### src/rtl/icache_fill_ctrl.sv
`timescale 1ns/1ps
//-----------------------------------------------------------------------------
// icache_fill_ctrl
//
// Purpose:
//   Owns the write side of the instruction-cache tag/data arrays. It accepts
//   one refill line at a time, reads the set's valid bits to choose a victim
//   way, then writes tag, valid bit and line into that way. On a flush
//   request it walks every set and clears all valid bits.
//
// Optional build macro:
//   ICACHE_LFSR_VICTIM_EN - when defined, the victim used when all ways are
//   valid comes from an 8-bit Fibonacci LFSR (taps 8,6,5,4, seed 8'h01)
//   instead of the round-robin pointer. Invalid-way priority is the same in
//   both builds.
//
// Ports:
//   clk_i, rstn_i              clock, asynchronous active-low reset
//   refill_valid_i/ready_o     refill handshake
//   refill_tag_i/idx_i/line_i  refill payload (captured on accept)
//   refill_done_o              one-cycle pulse when the line is written
//   flush_req_i                request to invalidate the whole cache
//   flush_done_o               one-cycle pulse on the last set of the walk
//   busy_o                     arrays owned by this block; fetch must stall
//   valid_bit_i                valid bits from tag memory (1-cycle latency)
//   tag_req_o, data_req_o      per-way memory requests
//   tag_we_o, data_we_o        write enables
//   flush_en_o                 flush enable to tag memory
//   valid_bit_o, cline_o,
//   tag_o, addr_o              write data / set index to the arrays
//-----------------------------------------------------------------------------
module icache_fill_ctrl #(
   parameter int ICACHE_N_WAY = 4,
   parameter int WAY_WIDHT    = 128,
   parameter int TAG_WIDHT    = 20,
   parameter int ADDR_WIDHT   = 6
) (
   input  logic                    clk_i,
   input  logic                    rstn_i,
   input  logic                    refill_valid_i,
   output logic                    refill_ready_o,
   input  logic [TAG_WIDHT-1:0]    refill_tag_i,
   input  logic [ADDR_WIDHT-1:0]   refill_idx_i,
   input  logic [WAY_WIDHT-1:0]    refill_line_i,
   output logic                    refill_done_o,
   input  logic                    flush_req_i,
   output logic                    flush_done_o,
   output logic                    busy_o,
   input  logic [ICACHE_N_WAY-1:0] valid_bit_i,
   output logic [ICACHE_N_WAY-1:0] tag_req_o,
   output logic [ICACHE_N_WAY-1:0] data_req_o,
   output logic                    tag_we_o,
   output logic                    data_we_o,
   output logic                    flush_en_o,
   output logic                    valid_bit_o,
   output logic [WAY_WIDHT-1:0]    cline_o,
   output logic [TAG_WIDHT-1:0]    tag_o,
   output logic [ADDR_WIDHT-1:0]   addr_o
);

   localparam int WAY_IDX_W = (ICACHE_N_WAY > 1) ? $clog2(ICACHE_N_WAY) : 1;
   localparam logic [ADDR_WIDHT-1:0] LAST_SET = '1;

   typedef enum logic [1:0] {IDLE, VB_RD, WRITE, FLUSH} state_t;

   state_t                  state;
   logic                    flush_pend;
   logic [ADDR_WIDHT-1:0]   flush_cnt;
   logic [TAG_WIDHT-1:0]    cap_tag;
   logic [ADDR_WIDHT-1:0]   cap_idx;
   logic [WAY_WIDHT-1:0]    cap_line;

   logic                    free_found;
   logic [WAY_IDX_W-1:0]    free_way;
   logic [WAY_IDX_W-1:0]    fallback_way;
   logic [WAY_IDX_W-1:0]    victim;
   logic [ICACHE_N_WAY-1:0] victim_oh;

   // Lowest-index invalid way; scanning downwards lets the lowest hit win.
   always_comb begin
      free_found = 1'b0;
      free_way   = '0;
      for (int w = ICACHE_N_WAY - 1; w >= 0; w--) begin
         if (!valid_bit_i[w]) begin
            free_found = 1'b1;
            free_way   = WAY_IDX_W'(w);
         end
      end
   end

`ifdef ICACHE_LFSR_VICTIM_EN
   logic [7:0] lfsr;

   // Free-running; only its low bits matter, and only when the set is full.
   always_ff @(posedge clk_i or negedge rstn_i) begin
      if (!rstn_i) begin
         lfsr <= 8'h01;
      end else begin
         lfsr <= {lfsr[6:0], lfsr[7] ^ lfsr[5] ^ lfsr[4] ^ lfsr[3]};
      end
   end

   assign fallback_way = lfsr[WAY_IDX_W-1:0];
`else
   localparam logic [WAY_IDX_W-1:0] LAST_WAY = WAY_IDX_W'(ICACHE_N_WAY - 1);
   logic [WAY_IDX_W-1:0] victim_ptr;

   // Advances only when it was actually used; survives flushes.
   always_ff @(posedge clk_i or negedge rstn_i) begin
      if (!rstn_i) begin
         victim_ptr <= '0;
      end else if (state == WRITE && !free_found) begin
         victim_ptr <= (victim_ptr == LAST_WAY) ? '0 : victim_ptr + 1'b1;
      end
   end

   assign fallback_way = victim_ptr;
`endif

   assign victim = free_found ? free_way : fallback_way;

   generate
      for (genvar gi = 0; gi < ICACHE_N_WAY; gi++) begin : g_victim_oh
         assign victim_oh[gi] = (victim == WAY_IDX_W'(gi));
      end
   endgenerate

   // Control state. A flush seen while a refill is in flight is remembered
   // and started straight after the write, without returning to IDLE.
   always_ff @(posedge clk_i or negedge rstn_i) begin
      if (!rstn_i) begin
         state      <= IDLE;
         flush_pend <= 1'b0;
         flush_cnt  <= '0;
         cap_tag    <= '0;
         cap_idx    <= '0;
         cap_line   <= '0;
      end else begin
         case (state)
            IDLE: begin
               if (flush_req_i || flush_pend) begin
                  state     <= FLUSH;
                  flush_cnt <= '0;
               end else if (refill_valid_i && refill_ready_o) begin
                  cap_tag  <= refill_tag_i;
                  cap_idx  <= refill_idx_i;
                  cap_line <= refill_line_i;
                  state    <= VB_RD;
               end
            end
            VB_RD: begin
               if (flush_req_i) begin
                  flush_pend <= 1'b1;
               end
               state <= WRITE;
            end
            WRITE: begin
               if (flush_req_i || flush_pend) begin
                  flush_pend <= 1'b1;
                  flush_cnt  <= '0;
                  state      <= FLUSH;
               end else begin
                  state <= IDLE;
               end
            end
            FLUSH: begin
               // Requests arriving during the walk are absorbed.
               flush_cnt <= flush_cnt + 1'b1;
               if (flush_cnt == LAST_SET) begin
                  flush_pend <= 1'b0;
                  state      <= IDLE;
               end
            end
            default: state <= IDLE;
         endcase
      end
   end

   // Array-side outputs are plain decodes of the current state.
   always_comb begin
      refill_ready_o = 1'b0;
      refill_done_o  = 1'b0;
      flush_done_o   = 1'b0;
      busy_o         = 1'b0;
      tag_req_o      = '0;
      data_req_o     = '0;
      tag_we_o       = 1'b0;
      data_we_o      = 1'b0;
      flush_en_o     = 1'b0;
      valid_bit_o    = 1'b0;
      cline_o        = '0;
      tag_o          = '0;
      addr_o         = '0;
      case (state)
         IDLE: begin
            refill_ready_o = ~flush_pend & ~flush_req_i;
         end
         VB_RD: begin
            busy_o    = 1'b1;
            tag_req_o = '1;
            addr_o    = cap_idx;
         end
         WRITE: begin
            busy_o        = 1'b1;
            tag_req_o     = victim_oh;
            data_req_o    = victim_oh;
            tag_we_o      = 1'b1;
            data_we_o     = 1'b1;
            valid_bit_o   = 1'b1;
            tag_o         = cap_tag;
            cline_o       = cap_line;
            addr_o        = cap_idx;
            refill_done_o = 1'b1;
         end
         FLUSH: begin
            busy_o       = 1'b1;
            tag_req_o    = '1;
            tag_we_o     = 1'b1;
            flush_en_o   = 1'b1;
            addr_o       = flush_cnt;
            flush_done_o = (flush_cnt == LAST_SET);
         end
         default: ;
      endcase
   end

endmodule
### config.mk
export PLATFORM = sky130hd
export DESIGN_NAME = icache_fill_ctrl
export DESIGN_NICKNAME = d
export VERILOG_FILES = /design/src/rtl/icache_fill_ctrl.sv
export SDC_FILE = /design/constraint.sdc
export NUM_CORES = 1
export LEC_CHECK = 0
export CORE_ASPECT_RATIO = 0.5
export CORE_MARGIN = 2
export CORE_UTILIZATION = 43
export DETAILED_ROUTE_END_ITERATION = 12
export MAX_ROUTING_LAYER = met4
export PLACE_DENSITY = 0.92
export SLEW_MARGIN = 20
export SYNTH_ARGS = -nofsm -noshare
export SYNTH_HDL_FRONTEND = slang
export SYNTH_SLANG_ARGS = --single-unit
### constraint.sdc
create_clock -name clk_i -period 2.7 [get_ports clk_i]
set_clock_uncertainty 0.2 [all_clocks]
set_input_delay 0.675 -clock clk_i [delete_from_list [all_inputs] [get_ports clk_i]]
set_output_delay 0.675 -clock clk_i [all_outputs]
set_load 0.03 [all_outputs]
=== After elaboration in Yosys (flattened, before gate mapping) ===
Index checks and enable logic that the tools add are counted.

* Register bits: 165
* Input port bits: 162
* Output and inout port bits: 170
* Logic and storage cells: 75

* Add/subtract/negate cells: 2
* Equal/unequal tests: 13
* Multiplexer cells: 32
* Bitwise gates (word level): 4
* Reductions and logical operators: 17

{| class="wikitable"
|+ Operator list
! kind !! count
|-
| 128-bit 2-to-1 mux || 1
|-
| 6-bit case mux with 2 select lines || 2
|-
| 2-bit 2-to-1 mux || 10
|-
| 20-bit 2-to-1 mux || 1
|-
| 1-bit 2-to-1 mux || 13
|-
| 2-bit equality test (second input constant) || 5
|-
| 2-bit case mux with 4 select lines || 1
|-
| 4-bit case mux with 2 select lines || 1
|-
| 2-bit OR reduction || 4
|-
| 6-bit by 1-bit adder with 6-bit output (second input constant) || 1
|-
| 6-bit equality test (second input constant) || 1
|-
| 6-bit 2-to-1 mux || 1
|-
| 2-bit by 1-bit equality test with 1-bit output (second input constant) || 2
|-
| 2-bit zero test || 2
|-
| 4-bit 2-to-1 mux || 1
|-
| 2-bit by 1-bit != test with 1-bit output (second input constant) || 2
|-
| 2-bit != test (second input constant) || 2
|-
| 2-bit AND reduction || 2
|-
| 4-bit AND reduction || 1
|-
| 3-bit != test (second input constant) || 1
|-
| 1-bit NOT || 3
|-
| 1-bit case mux with 3 select lines || 1
|-
| 3-bit AND reduction || 1
|-
| 3-bit nonzero test || 1
|-
| 7 further kinds || 8
|}

=== Logic depth before layout (Yosys ltp) ===
* Word-level depth: 7
* Gate-level depth with buffers: 7
* Mapped depth without buffers: 6

=== Worst setup path before layout ===
OpenSTA, ideal clock, no wires.

* Kind: register to output
* Start: reg state[0]
* End: out tag_req_o[3]
* Arrival: 2026 ps
* Data required time: 1825 ps
* Setup slack: -201 ps
* Stages on the path, launching flop included: 8
* Buffers on the path: 1
* Cell sequence: dfrtp_1 > inv_1 > ha_1 > clkbuf_1 > nand3_1 > nor2_1 > nand2_1 > a21oi_1

* Word-level cells in the longest chain between the ends: 3
* Elaborated cells between the ends (all ways): 5
* Classes of those cells: eq/ne (3); mux (1); reduce/logical (1)

{| class="wikitable"
|+ Ends and longest elaborated chain
! element !! line !! text
|-
| start: declaration || 66 || <nowiki>state_t state;</nowiki>
|-
| start signal: assignment || 132 || <nowiki>state <= IDLE;</nowiki>
|-
| start signal: assignment || 142 || <nowiki>state <= FLUSH;</nowiki>
|-
| start signal: assignment || 148 || <nowiki>state <= VB_RD;</nowiki>
|-
| 2-bit equality test or 2-bit by 1-bit equality test with 1-bit output (tied branches) || 194 || <nowiki>case (state)</nowiki>
|-
| 2-bit OR reduction (no source line) || -- ||
|-
| 4-bit case mux with 2 select lines (*) || 194 ||
|-
| end: declaration || 50 || <nowiki>output logic [ICACHE_N_WAY-1:0] tag_req_o,</nowiki>
|}

Every way passes the cells marked *; elsewhere a longest branch is shown, timed or not.

=== Final worst setup path ===
* Start: reg state[0]
* End: out tag_req_o[2]

The elaborated chain is that of the path after synthesis.

==> reports/qor.txt <==
WP data required -> 1.82 ns
CTS tree -> yes
Row Count -> 34
PwrDens -> 767 nW/um^2
Finished Layout Cells -> 1208
Clock transition at the registers of the reported paths -> 0.07 ns
Vias in the first global route -> 6275
Top-count cell post-synth -> dfrtp_1
Netlist cell types -> 29
Crit path max fanout -> 6
Crit. End Element -> output port
IO Port Bufs -> 331
Die H -> 99.4 um
CTS Buffer Depth -> 2
Clock Latency Late Sink -> 0.40 ns
Die Area -> 19400 um^2
Maximum VDD drop -> 0.466 mV
Top Ports -> 332
Post-Syn Area -> 7820 um^2
Status -> complete, but fails checks
Top FF cell, synth -> dfrtp_1
Sum Neg Setup Slack -> -0.0164 ns
Core Area -> 17600 um^2
Final HPWL DP -> 16000 um
CTS Buf Count -> 17
DRC Markers -> 0
Fin nets -> 1128
Slew margin rel. -> 0.619
Top post-synthesis cells by area -> dfrtp_1, mux2_2, and2_1
Global-route wire length before repair -> 33400 um
Pleak -> 6.03 nW
Final ANT Viol Nets -> 0
Top cells by instance count after synthesis -> dfrtp_1, and2_1, mux2_2, mux2_4
Total Power -> 9.54 mW
Final worst path period share -> 1.00
Placed cell count -> 1158
Router iterations before antenna repair -> 4
Tightest Pin Transition -> 0.572 ns
Synth top area share -> 0.528
Final setup fails -> 2
Crit Path Class -> flip-flop to output port
Drt wl/cell -> 19.6 um
Asr flop ratio synth -> 1.00
Seq/Total Area, Yosys -> 0.528
DP Worst Slack -> -0.273 ns
Starting Density -> 0.444
Mean post-synth cell area -> 13.0 um^2
Cts hold-fix bufs -> 0
Die Wd -> 195 um
Routability cong. -> 0.841
Root Buffer -> clkbuf_16
Synth area leader -> dfrtp_1
Largest net degree at the start of global routing -> 77
Hold Path Class -> input port to async pin
Routed WL -> 23600 um
1st-iter DRT viols -> 300
Synthesized flop and latch total -> 165
Setup crit start kind -> flip-flop
Tmin final -> 2.71 ns
Clock Sinks -> 165
Global Route Usage Sum -> 0.228
Final WS setup -> -0.0116 ns
Share of cells above drive strength 1 -> 0.550
Syn_nets -> 773
Post-Synthesis Cells -> 604
Hold slack -> 0.0460 ns
Util after Layout -> 0.706
Hold Vio Cnt, Final -> 0
Syn. warnings -> 0
# Max-Cap Violations -> 0
Remaining global-route overflow -> 0
H-tree lvl count -> 4
Placed cell areas -> 11300 um^2
Fin area -> 12400 um^2
Via count -> 5980
Post-synth EDFFs -> 0
Max Slew Vio Count -> 0
Data arrival, critical path -> 1.84 ns
Drt via density -> 4.95
Unrepaired setup endpoints after global routing -> true
FMAX -> 0.369 GHz
Area grow syn2layout -> 59.0%
Failing checks -> negative setup slack
Initial antenna violation count -> 1
## final cells by class
cell class                      instances  area (um^2)
Fill cell                            1238         5170
Sequential cell                       165         4130
Timing Repair Buffer                  376         3750
Multi-Input combinational cell        391         3660
Clock buffer                           17          425
Tap cell                              234          293
Clock inverter                         15          143
Inverter                                8         30.0
Antenna cell                            2         5.00
## placed cells by master, fill, tap and decap left out, types with 5 or more instances in the layout
cell type,netlist,routed
ha_1,7,5
mux2_2,96,96
and2_4,0,22
buf_12,0,12
dlygate4sd2_1,0,5
nor2_1,12,8
buf_4,2,123
buf_6,8,72
and2_2,0,94
inv_6,0,6
and2_1,148,32
inv_1,8,7
clkbuf_16,0,21
nand2_1,20,20
mux2_4,60,60
dfrtp_1,165,164
clkdlybuf4s50_1,0,156
a21oi_1,10,6
## flip-flops by register name (all words and copies together) (netlist names)
register and flops:
fallback_way 2, state 2, cap_idx 6, cap_line 128, cap_tag 20, flush_pend 1
flush_cnt 6
## per-layer routing
metal | GRT usage | wire (um) | up-vias
met1 | 0.271 | 9780 | 3052
met3 | 0.0400 | 928 | 40
met4 | 0.0711 | 591 | 0
met2 | 0.401 | 12300 | 154
li1 | - | - | 2734
met5 | - | 0 | -
## power by group
group	leakage (nW)	switching, mW	internal [mW]
clock network	0.275	1.08	1.29
registers	2.19	0.177	2.75
logic	3.57	2.25	1.99
total	6.03	3.50	6.04
## critical path, stage by stage, from the launching register on
cell     delay, ns
dfrtp_1       0.42
inv_2         0.12
ha_4          0.21
nand3_1       0.14
nor2_2        0.13
nand2_1       0.09
a21oi_2       0.17
buf_6         0.15
## cell families after synthesis
family	after synthesis	share of synthesized area
adders and majority gates	7	0.0112
AOI/OAI and AO/OA	26	0.0210
DFF	165	0.528
and+or+nand+nor	200	0.151
muxes	158	0.256
buffers and inverters	48	0.0333
## path summary, 6_finish.rpt
kind	start	end	slack, ns	depth (start not counted)
worst max-delay path	state[0]	tag_req_o[2]	-0.01	7
worst min-delay path	rstn_i	cap_tag[12]	0.05	1
worst max register to register	state[1]	cap_line[64]	0.37	6
worst min register to register	cap_line[100]	cap_line[100]	0.30	1
max in group asynchronous	rstn_i	cap_line[123]	1.61	2
min in group clk_i	cap_line[100]	cap_line[100]	0.30	1
## repair_timing
item | CTS | global route
resized for setup | 15 | 96
pin swaps | 2 | 0
endpoints found under the setup margin | 159 | 160
gates cloned | 0 | 7
buffers inserted | 3 | 6
No activity file was read; power rests on OpenSTA's default activity.
